===== src/rtl/oric_tape_pkg.sv =====
// Shared types and default timing for the Oric cassette playback block.
package oric_tape_pkg;

    typedef enum logic [2:0] {
        S_IDLE  = 3'd0,
        S_FETCH = 3'd1,
        S_HIGH  = 3'd2,
        S_LOW   = 3'd3,
        S_DONE  = 3'd4
    } state_e;

    localparam int DEF_T_SHORT = 208;
    localparam int DEF_T_LONG  = 416;
    localparam int DEF_N_STOP  = 4;
    localparam int FRAME_LEN   = 10 + DEF_N_STOP;

    // start + 8 data + parity + stop bits
    function automatic int frame_len(input int n_stop);
        return 10 + n_stop;
    endfunction

endpackage


===== src/rtl/tape_bit_gen.sv =====
// One-bit waveform generator: a high phase of T_SHORT ticks followed by a
// low phase of T_SHORT (bit 1) or T_LONG (bit 0) ticks.
module tape_bit_gen #(
    parameter int T_SHORT = 208,
    parameter int T_LONG  = 416
) (
    input  logic clk_i,
    input  logic rst_ni,
    input  logic clr_i,
    input  logic en_i,
    input  logic ce_i,
    input  logic start_i,
    input  logic bit_i,
    output logic ready_o,
    output logic low_o,
    output logic hi_exp_o,
    output logic lo_exp_o
);
    localparam logic [1:0] P_IDLE = 2'd0;
    localparam logic [1:0] P_HIGH = 2'd1;
    localparam logic [1:0] P_LOW  = 2'd2;

    logic [1:0]  phase_q, phase_d;
    logic [15:0] cnt_q, cnt_d;
    logic        bit_q, bit_d;
    logic        tick, zero;

    assign tick     = en_i & ce_i;
    assign zero     = (cnt_q == 16'd0);
    assign hi_exp_o = (phase_q == P_HIGH) & tick & zero;
    assign lo_exp_o = (phase_q == P_LOW) & tick & zero;
    // A new bit may be loaded on the same edge the previous low phase ends.
    assign ready_o  = (phase_q == P_IDLE) | lo_exp_o;
    assign low_o    = (phase_q == P_LOW);

    always_comb begin
        phase_d = phase_q;
        cnt_d   = cnt_q;
        bit_d   = bit_q;
        if (clr_i) begin
            phase_d = P_IDLE;
            cnt_d   = 16'd0;
        end else if (start_i && ready_o) begin
            phase_d = P_HIGH;
            cnt_d   = 16'(T_SHORT - 1);
            bit_d   = bit_i;
        end else if (hi_exp_o) begin
            phase_d = P_LOW;
            cnt_d   = bit_q ? 16'(T_SHORT - 1) : 16'(T_LONG - 1);
        end else if (lo_exp_o) begin
            phase_d = P_IDLE;
            cnt_d   = 16'd0;
        end else if (tick && phase_q != P_IDLE) begin
            cnt_d = cnt_q - 16'd1;
        end
    end

    always_ff @(posedge clk_i or negedge rst_ni) begin
        if (!rst_ni) begin
            phase_q <= P_IDLE;
            cnt_q   <= 16'd0;
            bit_q   <= 1'b0;
        end else begin
            phase_q <= phase_d;
            cnt_q   <= cnt_d;
            bit_q   <= bit_d;
        end
    end

endmodule


===== src/rtl/tape_player.sv =====
// Streams TAP bytes out as Oric cassette frames: framing, stream handshake
// and byte counting around the tape_bit_gen phase timer.
module tape_player
    import oric_tape_pkg::*;
#(
    parameter int T_SHORT = DEF_T_SHORT,
    parameter int T_LONG  = DEF_T_LONG,
    parameter int N_STOP  = DEF_N_STOP
) (
    input  logic        CLK_IN,
    input  logic        RESETn,
    input  logic        ce,
    input  logic        play,
    input  logic        motor,
    input  logic        s_valid,
    input  logic [7:0]  s_data,
    input  logic        s_last,
    output logic        s_ready,
    output logic        tape_out,
    output logic        busy,
    output logic        done,
    output logic [15:0] byte_count
);
    localparam int FL = frame_len(N_STOP);
    localparam int IW = $clog2(FL + 1);

    state_e        state_q, state_d;
    logic [FL-2:0] frame_q, frame_d;
    logic          last_q, last_d;
    logic [IW-1:0] idx_q, idx_d;
    logic [15:0]   cnt_q, cnt_d;

    logic accept, final_bit;
    logic gen_start, gen_bit, gen_ready, gen_low, hi_exp, lo_exp;

    // Abort wins over a same-cycle byte offer; pause blocks the handshake.
    assign accept    = (state_q == S_FETCH) & s_valid & play & motor;
    assign final_bit = (idx_q == IW'(FL - 1));
    assign gen_start = accept | (lo_exp & ~final_bit);
    assign gen_bit   = accept ? 1'b0 : frame_q[0];

    tape_bit_gen #(
        .T_SHORT (T_SHORT),
        .T_LONG  (T_LONG)
    ) u_bit_gen (
        .clk_i    (CLK_IN),
        .rst_ni   (RESETn),
        .clr_i    (~play),
        .en_i     (motor),
        .ce_i     (ce),
        .start_i  (gen_start),
        .bit_i    (gen_bit),
        .ready_o  (gen_ready),
        .low_o    (gen_low),
        .hi_exp_o (hi_exp),
        .lo_exp_o (lo_exp)
    );

    always_comb begin
        state_d = state_q;
        frame_d = frame_q;
        last_d  = last_q;
        idx_d   = idx_q;
        cnt_d   = cnt_q;
        if (!play) begin
            state_d = S_IDLE;
        end else if (motor) begin
            unique case (state_q)
                S_IDLE: begin
                    state_d = S_FETCH;
                    cnt_d   = 16'd0;
                end
                S_FETCH: begin
                    if (accept && gen_ready) begin
                        state_d = S_HIGH;
                        frame_d = {{N_STOP{1'b1}}, ~^s_data, s_data};
                        last_d  = s_last;
                        idx_d   = '0;
                        cnt_d   = cnt_q + 16'd1;
                    end
                end
                S_HIGH: begin
                    if (hi_exp) state_d = S_LOW;
                end
                S_LOW: begin
                    if (lo_exp) begin
                        if (!final_bit) begin
                            state_d = S_HIGH;
                            idx_d   = idx_q + IW'(1);
                            frame_d = frame_q >> 1;
                        end else begin
                            state_d = last_q ? S_DONE : S_FETCH;
                        end
                    end
                end
                S_DONE:  state_d = S_IDLE;
                default: state_d = S_IDLE;
            endcase
        end
    end

    always_ff @(posedge CLK_IN or negedge RESETn) begin
        if (!RESETn) begin
            state_q <= S_IDLE;
            frame_q <= '0;
            last_q  <= 1'b0;
            idx_q   <= '0;
            cnt_q   <= 16'd0;
        end else begin
            state_q <= state_d;
            frame_q <= frame_d;
            last_q  <= last_d;
            idx_q   <= idx_d;
            cnt_q   <= cnt_d;
        end
    end

    assign s_ready    = accept;
    assign tape_out   = ~gen_low;
    assign busy       = (state_q != S_IDLE);
    assign done       = (state_q == S_DONE);
    assign byte_count = cnt_q;

endmodule


===== config.mk =====
export PLATFORM = sky130hd
export DESIGN_NAME = tape_player
export DESIGN_NICKNAME = d
export VERILOG_FILES = /design/src/rtl/oric_tape_pkg.sv /design/src/rtl/tape_bit_gen.sv /design/src/rtl/tape_player.sv
export SDC_FILE = /design/constraint.sdc
export NUM_CORES = 1
export LEC_CHECK = 0
export BUFFER_PORTS_ARGS = -buffer_cell sky130_fd_sc_hd__buf_2
export CORE_AREA = 2 2 73 109
export DETAILED_ROUTE_END_ITERATION = 16
export DIE_AREA = 0 0 75 111
export PLACE_DENSITY = 0.63
export SLEW_MARGIN = 40
export SYNTH_ARGS = -nofsm -noshare
export SYNTH_HDL_FRONTEND = slang
export SYNTH_SLANG_ARGS = --single-unit

===== constraint.sdc =====
create_clock -name CLK_IN -period 3.97 [get_ports CLK_IN]
set_clock_uncertainty 0.1 [all_clocks]
set_input_delay 0.1985 -clock CLK_IN [delete_from_list [all_inputs] [get_ports CLK_IN]]
set_output_delay 0.1985 -clock CLK_IN [all_outputs]
set_load 0.02 [all_outputs]

; ---- Word-level counts from Yosys, hierarchy flattened
; Index checks and enable logic that the tools add are counted.
[totals]
register_bits = 56
latchBits = 0
mem_bits_rw = 0
romBits = 0
inputBits = 15
out_inout_bits = 20
elab_cells = 85
n_memories = 0
[classes]
add_sub_neg = 3
multipliers = 0
div = 0
magnitude_cmp = 0
eq_ne = 16
shift = 0
mux = 29
n_bitwise = 13
n_reduce_logical = 16
[op_table]
columns = op, count
row1 = two-way mux 16 bit, 6
row2 = two-way mux 13 bit, 3
row3 = case mux 16 bit (2 select lines), 1
row4 = case mux 13 bit (2 select lines), 1
row5 = two-way mux 3 bit, 7
row6 = "adder 16 x 1 -> 16 bit, second input constant", 1
row7 = logical NOT 16 bit, 1
row8 = "subtractor 16 x 1 -> 16 bit, second input constant", 1
row9 = two-way mux 4 bit, 3
row10 = case mux 3 bit (4 select lines), 1
row11 = AND reduction 4 bit, 3
row12 = AND 1 bit, 9
row13 = two-way mux 9 bit, 1
row14 = two-way mux 2 bit, 4
row15 = case mux 4 bit (2 select lines), 1
row16 = XNOR reduction 8 bit, 1
row17 = "equality test 3 x 2 -> 1 bit, second input constant", 2
row18 = "!= test 3 bit, second input constant", 2
row19 = AND reduction 6 bit, 1
row20 = nonzero test 2 bit, 3
row21 = "!= test 5 x 1 -> 1 bit, second input constant", 1
row22 = "adder 4 x 1 -> 4 bit, second input constant", 1
row23 = "equality test 4 bit, second input constant", 1
row24 = "!= test 2 x 1 -> 1 bit, second input constant", 2
row25 = 15 further kinds, 20

; ---- Logic depth before layout (Yosys ltp)
[depth]
depth_word = 9
mapped_depth = 10
mapped_depth_nobuf = 8

; ---- Hierarchy
; Synthesis repeated with hierarchy kept, for this count alone.
[hier_totals]
cells_unflattened = 347
area_unflattened_um2 = 3319.4
[by_module_without_submodules]
columns = mod, instances, cells_per_inst, area_each_um2, seq_area_each_um2
row1 = tape_player, 1, 214, 2087.0, 925.9
row2 = tape_bit_gen, 1, 133, 1232.4, 475.5

; ---- Least setup slack after synthesis
; OpenSTA, ideal clock, no wires.
[synth_timing]
path_kind = register to register
start = register u_bit_gen.cnt_q[0]
end = register u_bit_gen.cnt_q[8]
setup_ps = 122
t_arrival_ps = 2059
required_time_ps = 3748
path_slack_ps = 1689
stages_incl_launch_ff = 9
n_path_buf = 0
period_less_slack_ps = 2281
cell_sequence = dfrtp_1 -> inv_1 -> ha_1 -> or4b_4 -> or3_1 -> nor2_1 -> xor2_1 -> o21bai_1 -> a32o_1
[synth_between]
elab_chain_len = 7
elab_cells_between_ends = 14
classes_between = 1 x add/sub / 1 x eq/ne / 5 x mux / 5 x bitwise / 2 x reduce/logical
[synth_rtl]
columns = element, line
row1 = start: declaration, tape_bit_gen.sv:24  ; logic [15:0] cnt_q, cnt_d;
row2 = start signal: assignment, tape_bit_gen.sv:65  ; cnt_q <= cnt_d;
row3 = branches (longest 7 deep; another with subtractor 16 x 1 -> 16 bit), --
; Several ways; the timed one is not identified. The select of a mux whose other input is x is not followed.
; A chain may end at the register's enable or synchronous reset.

; ---- Worst setup path in the final report
[layout_timing]
start = register u_bit_gen.cnt_q[0]
end = register u_bit_gen.cnt_q[9]
; The elaborated chain is that of the path after synthesis.

==> impl_metrics.tcl <==
set metrics [dict create \
    swShare 0.3069 \
    cp-endpoint "u_bit_gen.cnt_q[9]$_DFFE_PN0P_" \
    cts_tree "done" \
    power.leakage_nw 1.694 \
    synth_top_family_by_area "simple AND/OR/NAND/NOR gates" \
    grt_start_max_net_pins 57 \
    regToRegSetupSlack_ns 1.48 \
    dieArea_mm2 0.008325 \
    synth_edf_count 0 \
    rows 39 \
    cts_buffers 5 \
    grt_pass1_wl_um 13230 \
    muxShareOfSynthArea 0.03683 \
    antenna_found_initial 0 \
    nets 416 \
    end_kind "flip-flop" \
    crit_start "u_bit_gen.cnt_q[0]$_DFFE_PN0P_" \
    fin_crit_sh 0.6267 \
    n_antenna_cell 0 \
    crit_top_cell "nor2_1" \
    cts.htree.levels 2 \
    drcViolationCount 0 \
    setup-tns-final_ns 0 \
    ff2ff_path_depth 8 \
    peakVddDrop_mv 0.1859 \
    dp_cells 490 \
    hp-class "input port to flip-flop" \
    synth_xor_area_frac 0.04518 \
    viasPerCell 5.721 \
    setup_slack_ns 1.482 \
    ys_seq_area_frac 0.4252 \
    chipHeight_um 111 \
    drt-wirelength-per-cell_um 15.12 \
    postSynth.asyncResetShare 1.000 \
    ios 35 \
    worstReg2RegStart "u_bit_gen.cnt_q[0]$_DFFE_PN0P_" \
    synthFlopType "dfrtp_1" \
    start_util 0.4414 \
    post-dp-hpwl_um 5516 \
    cts.sinks 56 \
    drt_first_pass_iters 5 \
    fp.dieW_um 75 \
    ant_nets 0 \
    r2r_end "u_bit_gen.cnt_q[9]$_DFFE_PN0P_" \
    clk_latency_ns 0.29 \
    max_freq_ghz 0.4019 \
    syn_nets 389 \
    seq_power_share 0.434 \
    p_int_mw 1.206 \
    cp.buffers_inverters 1 \
    timing.slew.headroom 0.4789 \
    finalCriticalPeriod_ns 2.488 \
    power.switching_uw 534.2 \
    grt_use_total 0.1979 \
    p_per_area_mw_per_mm2 465.6 \
    wl_um 7547 \
    finalPower_mw 1.741 \
    cp-start-kind "flip-flop" \
    cp_top_family "simple AND/OR/NAND/NOR gates" \
    clk_pin_slew_ns 0.07 \
    worstPathArrival_ns 2.54 \
    yosys_warnings 0 \
    critPathMaxFanout 8 \
    hold_path_depth 2 \
    crit_cells 8 \
    core_mm2 0.007466 \
    postSynthCellCount 369 \
    synth_area_per_cell_um2 8.931 \
    grt_setup_unrepaired "no" \
    outcome "complete, no violations" \
    port_buffers 34 \
    layout-drive-gt1-share 0.1511 \
    p_comb_frac 0.237 \
    synth_adder_area_share 0.01898 \
    areaGrowthSynthToFinish_pct 13.44 \
    worst_pin_slew_ns 0.7788 \
    overflow 0 \
    vias 2855 \
    fillCellCount 744 \
    worstSetupPathType "flip-flop to flip-flop" \
    worstPathCellList "inv_1 > ha_1 > nand2b_1 > or3_1 > nor2_1 > a21oi_1 > o211ai_1 > nor2_1" \
    synth_area_mm2 0.003296 \
    yosysUniqueCellTypes 56 \
    fin_cells 499 \
    cp.required_ns 4.02 \
    first_global_vias 2786 \
    synth_compound_gate_area_share 0.1784 \
    drv_slew 0 \
    root_buffer "clkbuf_16" \
    max_cap_viol_count 0 \
    ys_ff_latch 56 \
    final-setup-viol-count 0 \
    synth-simple-area-share 0.2574 \
    clockBufferDepth 2 \
    cts_repair_resize_count 0 \
    dp_slack_ns 1.503 \
    first_iter_violations 237 \
    max_stage_delay_ns 0.52 \
    finalHoldViolCount 0 \
    place_congestion 0.8690 \
    p_clk_frac 0.330 \
    cpMaxStageDelayCell "o211ai_1" \
]
metrics by stage:
stage	utilization	cell area, um2	hold WS [ns]
global route	0.5008	3739	0.05228
detailed placement	0.4731	3532	0.2904
finish	0.5008	3739	0.04242
CTS	0.5004	3736	0.03615
floorplan	-	3296	-0.1971
global placement	0.4731	3532	0.2963
state kept, by name, indices dropped and copies added, names as in the netlist:
| register | cells |
|---|---|
| u_bit_gen.phase_q | 2 |
| idx_q | 4 |
| byte_count | 16 |
| last_q | 1 |
| state_q | 3 |
| u_bit_gen.cnt_q | 16 |
| frame_q | 13 |
| u_bit_gen.bit_q | 1 |
Yosys cell counts, drive strengths merged, types with 2 or more instances:
cell | count | share of area
nor2 | 45 | 0.051
a211oi | 2 | 0.0061
ha | 5 | 0.019
dfrtp | 56 | 0.43
nor2b | 2 | 0.0038
a22o | 3 | 0.0080
or3 | 8 | 0.015
or4 | 10 | 0.023
o21ai | 19 | 0.029
and4 | 3 | 0.0080
buf | 7 | 0.013
nand4b | 2 | 0.0053
clkbuf | 11 | 0.013
xor2 | 10 | 0.027
mux2i | 11 | 0.033
and2 | 2 | 0.0038
a31oi | 4 | 0.0076
nand2b | 6 | 0.011
o31ai | 9 | 0.020
a21oi | 31 | 0.047
nand3 | 15 | 0.023
a32o | 2 | 0.0061
and3 | 6 | 0.013
o21bai | 2 | 0.0046
nor3 | 13 | 0.023
xnor2 | 7 | 0.019
nand2 | 35 | 0.040
o31a | 2 | 0.0053
inv | 11 | 0.013
nor4 | 4 | 0.013
nand4 | 5 | 0.0095
o211ai | 4 | 0.0091
routing by layer:
| layer | vias to the layer above | global-route usage | wire [um] |
|---|---|---|---|
| li1 | 1397 | - | - |
| met3 | 19 | 0.02545 | 213 |
| met4 | 0 | 0.07976 | 260 |
| met1 | 1387 | 0.2482 | 3120 |
| met2 | 52 | 0.3333 | 3952 |
| met5 | - | 0 | 0 |
repair_timing:
| action | CTS | global route |
|---|---|---|
| hold endpoints to repair | 56 | 0 |
| setup buffers | 0 | 0 |
| hold buffers | 1 | 0 |
kinds of logic (layout without fill, tap and decap cells):
logic type	count (synthesis)	count (layout)
XOR/XNOR	17	17
AO/OA/AOI/OAI	89	89
adder cells (fa/ha/maj)	5	5
multiplexers	12	12
flip-flops	56	56
buffers and inverters	29	57
AND/OR/NAND/NOR	161	161
worst min path at each step:
stage                      start                               to  slack [ns]
after floorplan           RESETn        byte_count[0]$_DFFE_PN0P_       -0.20
after global placement    RESETn  u_bit_gen.cnt_q[12]$_DFFE_PN0P_        0.30
after detailed placement  RESETn  u_bit_gen.cnt_q[12]$_DFFE_PN0P_        0.29
after CTS                 s_last               last_q$_DFFE_PN0P_        0.04
after global routing      s_last               last_q$_DFFE_PN0P_        0.05
final                     s_last               last_q$_DFFE_PN0P_        0.04
cell usage in the layout (no fill, tap or decap), drive strengths merged, types with 4 or more instances in the layout:
master and count:
ha 5, buf 37, and3 6, nor4 4
xnor2 7, inv 12, mux2i 11, nand2 35
clkbuf 5, o21ai 19, or4 10, xor2 10
nand2b 6, nand3 15, o31ai 9, a31oi 4
dfrtp 56, nor3 13, a21oi 31, o211ai 4
nand4 5, or3 8, nor2 45
cell type report:
| cell class | instances | area [um2] | area share |
|---|---|---|---|
| Multi-Input combinational cell | 284 | 1772 | 0.4739 |
| Sequential cell | 56 | 1401 | 0.3748 |
| Timing Repair Buffer | 38 | 202.7 | 0.05422 |
| Tap cell | 102 | 127.6 | 0.03414 |
| Clock buffer | 5 | 125.1 | 0.03347 |
| Clock inverter | 3 | 68.82 | 0.01841 |
| Inverter | 11 | 41.29 | 0.01104 |
power groups by stage:
stage               sequential (mW)  clock [mW]  combinational, mW
global route                  0.771       0.607              0.465
global placement              0.762           0              0.403
CTS                           0.755       0.587              0.414
floorplan                     0.747           0              0.322
detailed placement            0.767           0              0.410
finish                        0.755       0.574              0.412
Power figures use the tool's default switching activity.
